## src/rtl/clk_activity_monitor.sv

```systemverilog
// clk_activity_monitor
// Multi-channel clock activity and frequency monitor. Every channel gets a
// free-running binary counter of a monitored clock that has already been
// brought into the clk domain. Each channel reports:
//   - whether the counter moved in the recent past (toggling);
//   - a sticky loss flag that sets when toggling drops (lost);
//   - the number of counter increments seen over a programmable gate window
//     (freq), and whether that count is inside shared limits (in_range).
//
// Ports:
//   clk        - the single clock; all logic runs on its rising edge
//   rst        - synchronous, active-high reset
//   cnt_in     - per-channel synchronized counters, channel i at [i*CW +: CW]
//   gate_len   - window length in clk cycles, 0 disables measurement
//   freq_min   - inclusive lower frequency limit, shared by all channels
//   freq_max   - inclusive upper frequency limit, shared by all channels
//   sticky_clr - per-channel clear of lost
//   toggling   - counter changed within the last HIST samples
//   lost       - sticky, set on a falling edge of toggling
//   freq       - increments counted in the last completed window, FW per channel
//   freq_valid - one-cycle pulse when freq updates
//   in_range   - freq_min <= freq <= freq_max for the last window
module clk_activity_monitor #(
  parameter int NCH  = 4,
  parameter int CW   = 4,
  parameter int HIST = 8,
  parameter int GW   = 16,
  parameter int FW   = 20
) (
  input  logic                clk,
  input  logic                rst,
  input  logic [NCH*CW-1:0]   cnt_in,
  input  logic [GW-1:0]       gate_len,
  input  logic [FW-1:0]       freq_min,
  input  logic [FW-1:0]       freq_max,
  input  logic [NCH-1:0]      sticky_clr,
  output logic [NCH-1:0]      toggling,
  output logic [NCH-1:0]      lost,
  output logic [NCH*FW-1:0]   freq,
  output logic                freq_valid,
  output logic [NCH-1:0]      in_range
);

  localparam logic [GW-1:0] GW_ZERO = {GW{1'b0}};
  localparam logic [GW-1:0] GW_ONE  = {{(GW-1){1'b0}}, 1'b1};

  typedef enum logic [0:0] {
    ST_IDLE = 1'b0,
    ST_RUN  = 1'b1
  } gate_state_t;

  // Saturating accumulate: the window count pins at all-ones instead of
  // wrapping, so a too-fast clock still reads as out of range.
  function automatic logic [FW-1:0] sat_add(input logic [FW-1:0] a,
                                            input logic [CW-1:0] d);
    logic [FW:0] sum;
    sum = {1'b0, a} + {{(FW+1-CW){1'b0}}, d};
    if (sum[FW]) begin
      return {FW{1'b1}};
    end else begin
      return sum[FW-1:0];
    end
  endfunction

  // Inclusive limit check; an inverted pair (lo > hi) naturally yields 0.
  function automatic logic in_lim(input logic [FW-1:0] f,
                                  input logic [FW-1:0] lo,
                                  input logic [FW-1:0] hi);
    return (f >= lo) && (f <= hi);
  endfunction

  gate_state_t     state_r;
  gate_state_t     state_nxt_s;
  logic [GW-1:0]   timer_r;
  logic [GW-1:0]   len_r;
  logic [GW-1:0]   eff_len_s;
  logic [GW-1:0]   eff_last_s;
  logic            win_start_s;
  logic            acc_en_s;
  logic            win_end_s;

  logic            primed_r;
  logic [CW-1:0]   cnt_prev_r [NCH];
  logic [CW-1:0]   delta_s    [NCH];
  logic [NCH-1:0]  chg_r;
  logic [HIST-1:0] hist_r     [NCH];
  logic [HIST-1:0] hist_nxt_s [NCH];
  logic [NCH-1:0]  toggling_r;
  logic [NCH-1:0]  toggling_d_r;
  logic [NCH-1:0]  lost_r;
  logic [FW-1:0]   acc_r      [NCH];
  logic [FW-1:0]   acc_sum_s  [NCH];
  logic [FW-1:0]   freq_r     [NCH];
  logic            freq_valid_r;
  logic [NCH-1:0]  in_range_r;

  // gate_len is only honoured at window start; later in the window the copy
  // captured at start (len_r) governs, so mid-window edits wait a window.
  assign win_start_s = (timer_r == GW_ZERO);
  assign eff_len_s   = win_start_s ? gate_len : len_r;
  assign eff_last_s  = eff_len_s - GW_ONE;

  // Per-channel modular delta; forced to zero until the first sample after
  // reset has been captured so stale cnt_prev cannot produce a fake count.
  always_comb begin
    for (int i = 0; i < NCH; i++) begin
      delta_s[i] = {CW{1'b0}};
      if (primed_r) begin
        delta_s[i] = cnt_in[i*CW +: CW] - cnt_prev_r[i];
      end else begin
        delta_s[i] = {CW{1'b0}};
      end
    end
  end

  // Next history vector and next accumulator value per channel.
  always_comb begin
    for (int i = 0; i < NCH; i++) begin
      hist_nxt_s[i] = (hist_r[i] << 1'b1) | HIST'(chg_r[i]);
      acc_sum_s[i]  = sat_add(acc_r[i], delta_s[i]);
    end
  end

  // Gate FSM state register.
  always_ff @(posedge clk) begin
    if (rst) begin
      state_r <= ST_IDLE;
    end else begin
      state_r <= state_nxt_s;
    end
  end

  // Gate FSM next-state logic.
  always_comb begin
    state_nxt_s = state_r;
    case (state_r)
      ST_IDLE: begin
        if (gate_len != GW_ZERO) begin
          state_nxt_s = ST_RUN;
        end else begin
          state_nxt_s = ST_IDLE;
        end
      end
      ST_RUN: begin
        if (win_start_s && (gate_len == GW_ZERO)) begin
          state_nxt_s = ST_IDLE;
        end else begin
          state_nxt_s = ST_RUN;
        end
      end
      default: state_nxt_s = ST_IDLE;
    endcase
  end

  // Gate FSM outputs: accumulate enable and end-of-window strobe.
  always_comb begin
    acc_en_s  = 1'b0;
    win_end_s = 1'b0;
    case (state_r)
      ST_IDLE: begin
        acc_en_s  = 1'b0;
        win_end_s = 1'b0;
      end
      ST_RUN: begin
        if (win_start_s && (gate_len == GW_ZERO)) begin
          acc_en_s  = 1'b0;
          win_end_s = 1'b0;
        end else begin
          acc_en_s  = 1'b1;
          win_end_s = (timer_r == eff_last_s);
        end
      end
      default: begin
        acc_en_s  = 1'b0;
        win_end_s = 1'b0;
      end
    endcase
  end

  // Window timer and captured window length.
  always_ff @(posedge clk) begin
    if (rst) begin
      timer_r <= GW_ZERO;
      len_r   <= GW_ZERO;
    end else begin
      if (!acc_en_s || win_end_s) begin
        timer_r <= GW_ZERO;
      end else begin
        timer_r <= timer_r + GW_ONE;
      end
      if (acc_en_s && win_start_s) begin
        len_r <= gate_len;
      end
    end
  end

  // Prime flag and previous-sample capture.
  always_ff @(posedge clk) begin
    if (rst) begin
      primed_r <= 1'b0;
      for (int i = 0; i < NCH; i++) begin
        cnt_prev_r[i] <= {CW{1'b0}};
      end
    end else begin
      primed_r <= 1'b1;
      for (int i = 0; i < NCH; i++) begin
        cnt_prev_r[i] <= cnt_in[i*CW +: CW];
      end
    end
  end

  // Change detect, toggle history and registered toggling flag.
  always_ff @(posedge clk) begin
    if (rst) begin
      chg_r        <= {NCH{1'b0}};
      toggling_r   <= {NCH{1'b0}};
      toggling_d_r <= {NCH{1'b0}};
      for (int i = 0; i < NCH; i++) begin
        hist_r[i] <= {HIST{1'b0}};
      end
    end else begin
      toggling_d_r <= toggling_r;
      for (int i = 0; i < NCH; i++) begin
        chg_r[i]      <= (delta_s[i] != {CW{1'b0}});
        hist_r[i]     <= hist_nxt_s[i];
        toggling_r[i] <= |hist_r[i];
      end
    end
  end

  // Sticky loss flag; a new loss beats a simultaneous clear.
  always_ff @(posedge clk) begin
    if (rst) begin
      lost_r <= {NCH{1'b0}};
    end else begin
      for (int i = 0; i < NCH; i++) begin
        if (toggling_d_r[i] && !toggling_r[i]) begin
          lost_r[i] <= 1'b1;
        end else if (sticky_clr[i]) begin
          lost_r[i] <= 1'b0;
        end
      end
    end
  end

  // Window accumulators, held at zero outside an active window.
  always_ff @(posedge clk) begin
    if (rst) begin
      for (int i = 0; i < NCH; i++) begin
        acc_r[i] <= {FW{1'b0}};
      end
    end else begin
      for (int i = 0; i < NCH; i++) begin
        if (!acc_en_s || win_end_s) begin
          acc_r[i] <= {FW{1'b0}};
        end else begin
          acc_r[i] <= acc_sum_s[i];
        end
      end
    end
  end

  // Result registers: the last sample of the window is folded in directly,
  // and the limit check uses that new count rather than the previous one.
  always_ff @(posedge clk) begin
    if (rst) begin
      freq_valid_r <= 1'b0;
      in_range_r   <= {NCH{1'b0}};
      for (int i = 0; i < NCH; i++) begin
        freq_r[i] <= {FW{1'b0}};
      end
    end else begin
      freq_valid_r <= win_end_s;
      if (win_end_s) begin
        for (int i = 0; i < NCH; i++) begin
          freq_r[i]     <= acc_sum_s[i];
          in_range_r[i] <= in_lim(acc_sum_s[i], freq_min, freq_max);
        end
      end
    end
  end

  for (genvar g = 0; g < NCH; g++) begin : g_pack
    assign freq[g*FW +: FW] = freq_r[g];
  end

  assign toggling   = toggling_r;
  assign lost       = lost_r;
  assign freq_valid = freq_valid_r;
  assign in_range   = in_range_r;

endmodule

```

## config.mk

```make
export PLATFORM = sky130hd
export DESIGN_NAME = clk_activity_monitor
export DESIGN_NICKNAME = d
export VERILOG_FILES = /design/src/rtl/clk_activity_monitor.sv
export SDC_FILE = /design/constraint.sdc
export NUM_CORES = 1
export LEC_CHECK = 0
export CAP_MARGIN = 30
export CORE_MARGIN = 5
export CORE_UTILIZATION = 53
export CTS_CLUSTER_DIAMETER = 80
export DETAILED_ROUTE_END_ITERATION = 10
export GPL_TIMING_DRIVEN = 0
export PLACE_DENSITY = 0.89
export SLEW_MARGIN = 15
export SYNTH_ARGS = -nofsm -noshare
export SYNTH_HDL_FRONTEND = slang
export SYNTH_SLANG_ARGS = --single-unit
```

## constraint.sdc

```tcl
create_clock -name clk -period 5.7 [get_ports clk]
set_input_delay 1.14 -clock clk [delete_from_list [all_inputs] [get_ports clk]]
set_output_delay 1.14 -clock clk [all_outputs]
set_load 0.1 [all_outputs]
```

==> results_dict.tcl <==
set metrics [dict create \
    clock_skew_ns 0.01484 \
    startpoint "cnt_in[0]" \
    cp_cell_sequence "clkdlybuf4s50_1 -> inv_1 -> ha_1 -> inv_1 -> fa_1 -> xor2_1 -> and2_1 -> ha_1 -> nor2b_1 -> o21ai_2 -> a211o_1 -> or3_4 -> buf_2 -> nand2_1 -> ha_1 -> nand4_1 -> or4_1 -> o22ai_1 -> a211oi_2 -> a21oi_1 -> o31ai_1" \
    drc_errors 0 \
    via_count 14350 \
    antenna_found_initial 1 \
    yosys_warnings 0 \
    core_area_sq_mm 0.03075 \
    design_area_sq_mm 0.02025 \
    io_buffers 170 \
    initialDrtViolationCount 1205 \
    met3_usage_pct 4.666 \
    slew_viol_final 0 \
    clockBufferDepth 3 \
    rows 64 \
    r2r_start "timer_r[0]$_SDFF_PN0_" \
    grt_pass1_wl_um 76050 \
    nNetsFinal 2276 \
    ys_ff_latch 263 \
    cts_tree "done" \
    grt-ovfl-total 0 \
    cellLeakagePower_nw 8.512 \
    busiest_layer "met2" \
    use_met2_pct 45.84 \
    cpMostUsedCell "ha_1" \
    max_slew.worst_pin.slew_ns 1.004 \
    io_pins 171 \
    clkSinkCount 263 \
    hold_viol 0 \
    clk_pin_slew_ns 0.06 \
    critPathCaptureType "register" \
    ys_types 69 \
    placed_area_sq_mm 0.01916 \
    numCtsBuffers 28 \
    fin_crit_sh_pct 98.75 \
    crit_arrival_ns 6.05 \
    cp_max_fo 10 \
    drv_cap 0 \
    slowest_delay_ns 0.59 \
    globalRouteMet1Util_pct 32.66 \
    cts_max_level 1 \
    dieArea_sq_mm 0.03502 \
    path_class "input port to register" \
    syn_area_sq_mm 0.01663 \
    fp.dieH_um 187.1 \
    synth_top_flop_cell "edfxtp_1" \
    fin_setup_tns_ns 0 \
    start_util_pct 54.09 \
    drt.antenna.violating_nets 0 \
    final.min_clock_period_ns 5.629 \
    cp.required_ns 6.12 \
    gp_congestion 0.9777 \
    ir_worst_vdd_v 0.0002295 \
    max_freq_mhz 177.7 \
    hp-start "chg_r[3]$_SDFF_PP0_" \
    die_width_um 187.1 \
    grt_max_degree 48 \
    ys_seq_area_share_pct 41.29 \
    p_per_area_mw_per_mm2 257.1 \
    async_flop_share_pct 0 \
    grt_pass1_vias 14390 \
    vias_per_cell 5.939 \
    wl_per_cell_um 20.65 \
    grt_util_all_layers_pct 27.05 \
    routed_wl_um 49880 \
    relSlewSlack_pct 32.88 \
    start_kind "input port" \
    clock-root-buffer "clkbuf_16" \
    drive_above_1_share_pct 8.073 \
    syn_to_final_growth_pct 21.77 \
    cpMaxStageDelayCell "or4_1" \
    syn_inst 1718 \
    hp-class "register to register" \
    outcome "finished clean" \
    setup_viol 0 \
    synth-edff-count 160 \
    syn_avg_cell_area_sq_um 9.680 \
    clk_latency_ns 0.58 \
    post-dp-hpwl_um 37380 \
    drt_pass1_iterations 6 \
]
## repair_timing
| item | in CTS | in global routing |
|---|---|---|
| pin swaps | 2 | 3 |
| hold buffers | 0 | 0 |
| setup endpoints to repair | 4 | 51 |
| setup buffers | 0 | 2 |
| resized for setup | 14 | 35 |
| endpoints found under the hold margin | 0 | 0 |
## kinds of logic after synthesis
| family | share of synthesized area [%] |
|---|---|
| DFF | 41.29 |
| buffers and inverters | 4.130 |
| adders and majority gates | 15.33 |
| xor gates and xnor gates | 5.582 |
| other | 0.02255 |
| muxes | 1.271 |
| and+or+nand+nor | 19.87 |
| AOI/OAI and AO/OA | 12.50 |
## flip-flops by register name, summed over array words and instances, names as in the netlist
name          count
acc_r            80
freq_r           80
hist_r           32
cnt_prev_r       16
len_r            16
timer_r          16
chg_r             4
in_range          4
lost              4
toggling          4
toggling_d_r      4
freq_valid        1
primed_r          1
state_r           1
## area by class of cell
| class | instances | area (sq um) |
|---|---|---|
| inverters | 99 | 371.6 |
| repair buffers | 175 | 1745 |
| flip-flops and latches | 263 | 6867 |
| diodes | 1 | 2.502 |
| clock buffers | 45 | 868.3 |
| fillers | 2335 | 10500 |
| plain buffers | 60 | 335.3 |
| clock inverters | 5 | 78.83 |
| well taps | 396 | 495.5 |
| multi-input cells | 1372 | 9487 |
## power breakdown
part	leakage (nW)	switching, W	internal (W)
clock	0.464	0.000784	0.00109
combinational	5.56	0.000759	0.000417
sequential	2.49	0.0000564	0.00210
total	8.51	0.00160	0.00361
## final timing paths
path              cells past startpoint                    endpoint  slack (ns)
hold reg to reg                       1     hist_r[3][0]$_SDFF_PP0_        0.44
setup reg to reg                     19  acc_r[0][11]$_SDFFCE_PN0P_        0.58
hold / removal                        1     hist_r[3][0]$_SDFF_PP0_        0.44
setup / recovery                     21    in_range[0]$_SDFFE_PP0P_        0.07
## critical path, delay by kind of cell
kind | cells | cell delay, ns
AO/OA/AOI/OAI | 6 | 1.09
XOR/XNOR | 1 | 0.18
adder cells (fa/ha/maj) | 4 | 1.05
buffers and inverters | 4 | 0.80
AND/OR/NAND/NOR | 6 | 1.77
## metrics by stage
| stage | total power, W | hold slack, ns | cells | utilization [%] | setup slack, ns |
|---|---|---|---|---|---|
| after global routing | 0.005397 | 0.4592 | 2416 | 65.86 | -0.06472 |
| after CTS | 0.005176 | 0.4436 | 2414 | 65.45 | 0.01309 |
| final | 0.005207 | 0.4418 | 2416 | 65.86 | 0.07115 |
| after detailed placement | 0.003316 | 0.4375 | 2366 | 62.30 | -1.162 |
| after global placement | 0.003270 | 0.4265 | 2363 | 62.19 | -1.098 |
| after floorplan | 0.002968 | 0.4138 | 1797 | - | 0.1988 |
## synthesized netlist by cell type, types with 7 or more instances
master,count,area (sq um)
a211oi_1,10,75.07
a21o_1,54,405.4
a21oi_1,104,520.5
a21oi_2,40,350.3
a31oi_1,8,50.05
and2_1,10,62.56
and3_1,11,68.82
and4_1,7,61.31
buf_2,15,75.07
buf_6,7,78.83
clkbuf_1,36,135.1
dfxtp_1,103,2062
edfxtp_1,160,4805
fa_1,8,160.2
ha_1,191,2390
inv_1,97,364.1
mux2_2,9,101.4
mux2i_1,11,110.1
nand2_1,208,780.8
nand2b_1,22,137.6
nand3_1,31,155.2
nand4_1,47,294.0
nor2_1,132,495.5
nor2b_1,78,488.0
nor3_1,53,265.3
nor3b_1,7,52.55
nor4_1,24,150.1
o21a_1,10,75.07
o21ai_0,36,180.2
or3_1,7,43.79
xnor2_1,73,639.4
xor2_1,33,289.0
## cell usage in the layout (no fill, tap or decap), drive strengths merged, types with 9 or more instances in the layout
cell and count:
clkbuf 78, a21oi 144, buf 32, edfxtp 160
nor2 132, o21ai 37, nor4 26, o21a 10
and2 10, ha 191, clkdlybuf4s50 170, mux2 9
a21o 54, conb 80, nand3 31, dfxtp 103
nand2 208, nor3 57, a211oi 10, xnor2 73
mux2i 11, nor2b 78, nand4 49, xor2 33
nand2b 22, and3 11, inv 98
## layer usage
layer  up-vias  part of all wire [%]
li1       6628                     -
met1      6791                    39
met2       695                    47
met3       235                   8.0
met4         0                   6.4
met5         -                     0
No activity file was read; power rests on OpenSTA's default activity.
